--- config.mk ---
export PLATFORM = sky130hd
export DESIGN_NAME = farm_sensor_conditioner
export DESIGN_NICKNAME = d
export VERILOG_FILES = /design/src/rtl/farm_sensor_conditioner.sv
export SDC_FILE = /design/constraint.sdc
export NUM_CORES = 1
export LEC_CHECK = 0
export CAP_MARGIN = 20
export CORE_MARGIN = 3
export CORE_UTILIZATION = 59
export DETAILED_ROUTE_END_ITERATION = 6
export PLACE_DENSITY = 0.82
export RECOVER_POWER = 100
export SKIP_LAST_GASP = 1
export SYNTH_ARGS = -nofsm -noshare
export SYNTH_HDL_FRONTEND = slang
export SYNTH_SLANG_ARGS = --single-unit
export TNS_END_PERCENT = 20
--- constraint.sdc ---
create_clock -name clk -period 2.4 [get_ports clk]
set_clock_uncertainty 0.15 [all_clocks]
set_input_delay 0.36 -clock clk [delete_from_list [all_inputs] [get_ports clk]]
set_output_delay 0.36 -clock clk [all_outputs]
set_load 0.03 [all_outputs]
--- src/rtl/farm_sensor_conditioner.sv ---
// ============================================================================
// Module   : farm_sensor_conditioner
// Purpose  : Synchronises and debounces the farm-road loop detector, then
//            shapes the farm_sensor_X request for the highway/farm-road light
//            controller: guaranteed minimum request time, capped maximum
//            request time and a cooldown so the highway regains green.
//            All timing counts ticks of an external timebase enable.
// Options  : FARM_STUCK_DETECT_EN - stuck-sensor detector; raises a sticky
//            sensor_fault and blocks further requests.
// Revision : 1.0 - initial release
// ============================================================================
`default_nettype none

module farm_sensor_conditioner #(
    parameter int DEBOUNCE_TICKS = 4,
    parameter int MIN_HOLD_TICKS = 8,
    parameter int MAX_HOLD_TICKS = 20,
    parameter int COOLDOWN_TICKS = 6,
    parameter int CNT_W          = 8,
    parameter int STUCK_TICKS    = 200
) (
    input  logic clk,
    input  logic rst,              // asynchronous, active-low
    input  logic tick,
    input  logic sensor_raw,
    output logic farm_sensor_X,
    output logic vehicle_present,
    output logic max_timeout,
    output logic sensor_fault
);

    // Terminal counts; every timer compare is an equality against these.
    localparam logic [CNT_W-1:0] c_DB_LAST    = CNT_W'(DEBOUNCE_TICKS - 1);
    localparam logic [CNT_W-1:0] c_MIN_LAST   = CNT_W'(MIN_HOLD_TICKS - 1);
    localparam logic [CNT_W-1:0] c_MAX_LAST   = CNT_W'(MAX_HOLD_TICKS - 1);
    localparam logic [CNT_W-1:0] c_CD_LAST    = (COOLDOWN_TICKS > 0) ?
                                                CNT_W'(COOLDOWN_TICKS - 1) : '0;
    localparam bit               c_CD_ZERO    = (COOLDOWN_TICKS == 0);
    localparam logic [CNT_W-1:0] c_ONE        = CNT_W'(1);

    // Parameter legality, caught at elaboration.
    if (DEBOUNCE_TICKS < 1) begin : g_chk_debounce
        $error("DEBOUNCE_TICKS must be >= 1 (got %0d)", DEBOUNCE_TICKS);
    end
    if (MIN_HOLD_TICKS < 1) begin : g_chk_min_hold
        $error("MIN_HOLD_TICKS must be >= 1 (got %0d)", MIN_HOLD_TICKS);
    end
    if (MAX_HOLD_TICKS < MIN_HOLD_TICKS) begin : g_chk_max_hold
        $error("MAX_HOLD_TICKS must be >= MIN_HOLD_TICKS");
    end
    if ((MAX_HOLD_TICKS >= (1 << CNT_W)) || (STUCK_TICKS >= (1 << CNT_W)) ||
        (COOLDOWN_TICKS >= (1 << CNT_W))) begin : g_chk_width
        $error("CNT_W too narrow for MAX_HOLD_TICKS/STUCK_TICKS/COOLDOWN_TICKS");
    end
    if (STUCK_TICKS < 1) begin : g_chk_stuck
        $error("STUCK_TICKS must be >= 1 (got %0d)", STUCK_TICKS);
    end

    typedef enum logic [1:0] {
        ST_IDLE     = 2'd0,
        ST_MIN_HOLD = 2'd1,
        ST_EXTEND   = 2'd2,
        ST_COOLDOWN = 2'd3
    } state_t;

    logic             r_sync1;
    logic             r_sync2;
    logic [CNT_W-1:0] r_db_cnt;
    logic             r_vehicle_present;

    state_t           r_state;
    state_t           w_state_nxt;
    logic [CNT_W-1:0] r_hold_tmr;
    logic [CNT_W-1:0] w_hold_nxt;
    logic [CNT_W-1:0] r_cd_tmr;
    logic [CNT_W-1:0] w_cd_nxt;
    logic             w_max_hit;
    logic             r_farm;
    logic             r_max_timeout;

    logic             w_stuck_hit;    // stuck threshold reached this cycle
    logic             w_fault_block;  // suppress new requests

    // Two-flop synchroniser followed by a tick-based debounce counter.
    always_ff @(posedge clk or negedge rst) begin
        if (!rst) begin
            r_sync1           <= 1'b0;
            r_sync2           <= 1'b0;
            r_db_cnt          <= '0;
            r_vehicle_present <= 1'b0;
        end else begin
            r_sync1 <= sensor_raw;
            r_sync2 <= r_sync1;
            if (r_sync2 == r_vehicle_present) begin
                r_db_cnt <= '0;
            end else if (tick) begin
                if (r_db_cnt == c_DB_LAST) begin
                    r_vehicle_present <= ~r_vehicle_present;
                    r_db_cnt          <= '0;
                end else begin
                    r_db_cnt <= r_db_cnt + c_ONE;
                end
            end
        end
    end

    // Request-shaping state register, timers and registered outputs.
    always_ff @(posedge clk or negedge rst) begin
        if (!rst) begin
            r_state       <= ST_IDLE;
            r_hold_tmr    <= '0;
            r_cd_tmr      <= '0;
            r_farm        <= 1'b0;
            r_max_timeout <= 1'b0;
        end else begin
            r_state       <= w_state_nxt;
            r_hold_tmr    <= w_hold_nxt;
            r_cd_tmr      <= w_cd_nxt;
            r_farm        <= (w_state_nxt == ST_MIN_HOLD) ||
                             (w_state_nxt == ST_EXTEND);
            r_max_timeout <= w_max_hit;
        end
    end

    // Next-state and timer logic; the cap check in EXTEND takes priority
    // over the vehicle-gone release so a simultaneous event still pulses.
    always_comb begin
        w_state_nxt = r_state;
        w_hold_nxt  = r_hold_tmr;
        w_cd_nxt    = r_cd_tmr;
        w_max_hit   = 1'b0;
        case (r_state)
            ST_IDLE: begin
                if (r_vehicle_present && !w_fault_block) begin
                    w_state_nxt = ST_MIN_HOLD;
                    w_hold_nxt  = '0;
                end
            end
            ST_MIN_HOLD: begin
                if (tick) begin
                    w_hold_nxt = r_hold_tmr + c_ONE;
                    if (r_hold_tmr == c_MIN_LAST) begin
                        // When MIN and MAX coincide the cap is reached here.
                        if (r_hold_tmr == c_MAX_LAST) begin
                            w_state_nxt = ST_COOLDOWN;
                            w_cd_nxt    = '0;
                            w_max_hit   = 1'b1;
                        end else begin
                            w_state_nxt = ST_EXTEND;
                        end
                    end
                end
            end
            ST_EXTEND: begin
                if (tick) begin
                    w_hold_nxt = r_hold_tmr + c_ONE;
                end
                if (tick && (r_hold_tmr == c_MAX_LAST)) begin
                    w_state_nxt = ST_COOLDOWN;
                    w_cd_nxt    = '0;
                    w_max_hit   = 1'b1;
                end else if (!r_vehicle_present) begin
                    w_state_nxt = ST_COOLDOWN;
                    w_cd_nxt    = '0;
                end
            end
            ST_COOLDOWN: begin
                if (c_CD_ZERO) begin
                    w_state_nxt = ST_IDLE;
                end else if (tick) begin
                    w_cd_nxt = r_cd_tmr + c_ONE;
                    if (r_cd_tmr == c_CD_LAST) begin
                        w_state_nxt = ST_IDLE;
                    end
                end
            end
            default: begin
                w_state_nxt = ST_IDLE;
            end
        endcase
        // A newly detected stuck sensor ends any request immediately.
        if (w_stuck_hit) begin
            w_state_nxt = ST_COOLDOWN;
            w_cd_nxt    = '0;
        end
    end

`ifdef FARM_STUCK_DETECT_EN
    localparam logic [CNT_W-1:0] c_STUCK_LAST = CNT_W'(STUCK_TICKS - 1);

    logic [CNT_W-1:0] r_stuck_tmr;
    logic             r_sensor_fault;

    assign w_stuck_hit   = tick && r_vehicle_present && !r_sensor_fault &&
                           (r_stuck_tmr == c_STUCK_LAST);
    assign w_fault_block = r_sensor_fault;

    // Stuck-sensor timer; the fault is sticky until reset.
    always_ff @(posedge clk or negedge rst) begin
        if (!rst) begin
            r_stuck_tmr    <= '0;
            r_sensor_fault <= 1'b0;
        end else begin
            if (!r_vehicle_present) begin
                r_stuck_tmr <= '0;
            end else if (tick && !r_sensor_fault) begin
                r_stuck_tmr <= r_stuck_tmr + c_ONE;
            end
            if (w_stuck_hit) begin
                r_sensor_fault <= 1'b1;
            end
        end
    end

    assign sensor_fault = r_sensor_fault;
`else
    assign w_stuck_hit   = 1'b0;
    assign w_fault_block = 1'b0;
    assign sensor_fault  = 1'b0;
`endif

    assign farm_sensor_X   = r_farm;
    assign vehicle_present = r_vehicle_present;
    assign max_timeout     = r_max_timeout;

endmodule

`default_nettype wire

==> impl_metrics.toml <==
[outcome]
status = "finished, violations left"
violations = "capacitance limit, slew limit"

[worst_setup_path]
startpoint = "r_hold_tmr[0]"
cp.arrival_ns = 2.24
worst_setup_path_end_kind = "flop"
cp-start-kind = "flop"
worstSetupPathType = "flop to flop"
critPathRequiredTime_ns = 2.48
r2r_start = "r_hold_tmr[0]"
path_max_fanout = 6

[clocking]
cts_tree = "yes"
cts_root_buf = "clkbuf_4"
cts_hold_buf = 0
post_cts_resize_count = 0
clock_path_buffers = 2
insertion_delay_ns = 0.33
path_clk_slew_ns = 0.10
cts_setup_buffers = 0
htree_num_levels = 2
cts-buffers-inserted = 5
numClockSinks = 31

[layout]
seq_area_um2 = 776
multi_input_area_um2 = 903
num_antenna_cells = 0
nFillCells = 227
final_util_pct = 68.9
layout.nets = 209
final_cell_mix = "dfrtp_1 (31), nand2_1 (17), nand3_1 (13)"
area_growth_pct = 10.3
final_cell_count_no_fill = 228
final_common_cell = "dfrtp_1"
layout-drive-gt1-share_pct = 7.11

[yosys]
synth-main-ff-cell = "dfrtp_1"
synth_nets = 195
syn_area_mm2 = 0.00174
synth_cells = 182
synth-edff-count = 0
yosysUniqueCellTypes = 42
yosysWarnings = 0
synthTopCellsByArea = "dfrtp_1 (45%), ha_1 (6.5%), o21ai_1 (6.3%), nand3_1 (3.7%), nand2_1 (3.7%)"
yosys.area.top_type = "dfrtp_1"
seq_area_frac_synth_pct = 44.7
async_reset_ff_share_pct = 100
synth.top_cell.area_share_pct = 44.7
synth_area_per_cell_um2 = 9.54
ys_seq_elements = 31

[sta]
rsz0062_at_grt = "false"
timing.final.crit_share_pct = 89.8
final.setup.tns_ns = 0
min_period_ns = 2.16
fin_hold_ws_ns = 0.206
max_freq_ghz = 0.464
max_slew.worst_pin.slew_ns = 1.63
report.final.slew_viol_count = 32
maxSlewHeadroom_pct = -8.76
finalSetupViolCount = 0
hold_violations = 0

[power_and_ir_drop]
comb_power_share_pct = 37.5
pwr-share-seq_pct = 42.6
p_sw_mw = 0.694
power.leakage_nw = 0.869
ir_drop_mv = 0.773
internal_power_mw = 1.06
p_clk_share_pct = 19.9
swShare_pct = 39.5
p_per_area_mw_per_mm2 = 917
p_total_mw = 1.76

[floorplan]
die-area_mm2 = 0.00363
start_util_pct = 62.4
dieWidth_um = 60.3
die_h_um = 60.3
rows = 19
coreArea_mm2 = 0.00278
io_pins = 8

[grt]
grt_pass1_vias = 1360
gr-usage-all-layers_pct = 22.8
grt_pass1_wl_mm = 6.07
overflow = 0
antenna_found_initial = 0
grt_max_degree = 32

[flow_run]
drv_cap = 1

[detailed_routing]
detail_route.wirelength_mm = 3.51
ant_nets = 0
firstDrtPassIters = 4
drt_iter0_drc = 74
drc_errors = 0
vias = 1397
wl_per_cell_um = 15.4
vias_per_cell = 6.13

[min_path]
hp-class = "flop to flop"
min-delay-start = "r_sync1"

[placement]
placedCellCount = 220
port_buffers = 6
place.gp.congestion = 0.884
dp_hpwl_mm = 2.57
## state kept, by name, summed over array words and instances (netlist names)
| register | count |
|---|---|
| r_cd_tmr | 8 |
| r_db_cnt | 8 |
| r_hold_tmr | 8 |
| r_state | 2 |
| farm_sensor_X | 1 |
| max_timeout | 1 |
| r_sync1 | 1 |
| r_sync2 | 1 |
| vehicle_present | 1 |
## path summary, 6_finish.rpt
check,endpoint,slack [ns],cells past startpoint
worst max-delay path,r_cd_tmr[6],0.24,6
worst max register to register,r_cd_tmr[6],0.24,6
max in group asynchronous,r_sync2,0.33,2
worst min register to register,r_sync2,0.21,0
min in group asynchronous,r_cd_tmr[3],0.84,2
worst min-delay path,r_sync2,0.21,0
## per-stage QoR
| stage | cell area (um^2) | setup WS, ns |
|---|---|---|
| finish | 1920 | 0.244 |
| global route | 1920 | 0.0371 |
| CTS | 1930 | 0.240 |
| detailed placement | 1860 | 0.0847 |
| global placement | 1860 | 0.144 |
| floorplan | 1740 | 0.299 |
## power by group through the flow
stage	Combinational [mW]	Clock, mW	Sequential, mW
after floorplan	0.489	0	0.754
after global placement	0.636	0	0.748
after detailed placement	0.687	0	0.758
after CTS	0.690	0.358	0.749
after global routing	0.742	0.377	0.770
final	0.659	0.350	0.748
## cells by family after synthesis
logic type      after synthesis  share of synthesized area (%)
mux                           2                           1.22
compound gates               46                           17.3
fa+ha+maj                     9                           6.48
flops                        31                           44.7
xor+xnor                      7                           3.53
other cells                   1                          0.216
simple gates                 72                           23.3
buf+inv                      14                           3.31
## worst max-delay path, cell delays in order, from the launching register on
cell and delay (ns):
dfrtp_1 0.40, ha_1 0.18, nor4bb_1 0.32, a21boi_1 0.14
a211o_1 0.32, or2_1 0.31, o31ai_1 0.23
## final cells by class
type                    count  area share, %
multi-input cells         137           47.2
flip-flops and latches     31           40.5
repair buffers             14           5.36
clock buffers               8           3.59
well taps                  31           2.02
inverters                   7           1.37
## routing by layer
metal / wire length (um) / up-vias / global-route usage (%)
li1: - / 679 / -
met1: 1440 / 676 / 26.6
met4: 55 / 0 / 11.4
met5: 0 / - / 0
met3: 141 / 7 / 4.54
met2: 1870 / 35 / 39.2
## cells in the mapped netlist (all sizes together), types with 2 or more instances
| library cell | number |
|---|---|
| o211ai | 3 |
| ha | 9 |
| nand3 | 13 |
| o31ai | 9 |
| and3 | 5 |
| nor4bb | 3 |
| nor2b | 4 |
| a31oi | 3 |
| clkbuf | 5 |
| dfrtp | 31 |
| nand2b | 5 |
| nor2 | 11 |
| a21oi | 2 |
| and2 | 3 |
| nand2 | 17 |
| or3 | 2 |
| xor2 | 5 |
| inv | 6 |
| buf | 2 |
| o21ai | 22 |
| xnor2 | 2 |
| o41ai | 2 |
| or4b | 2 |
Power figures use the tool's default switching activity.
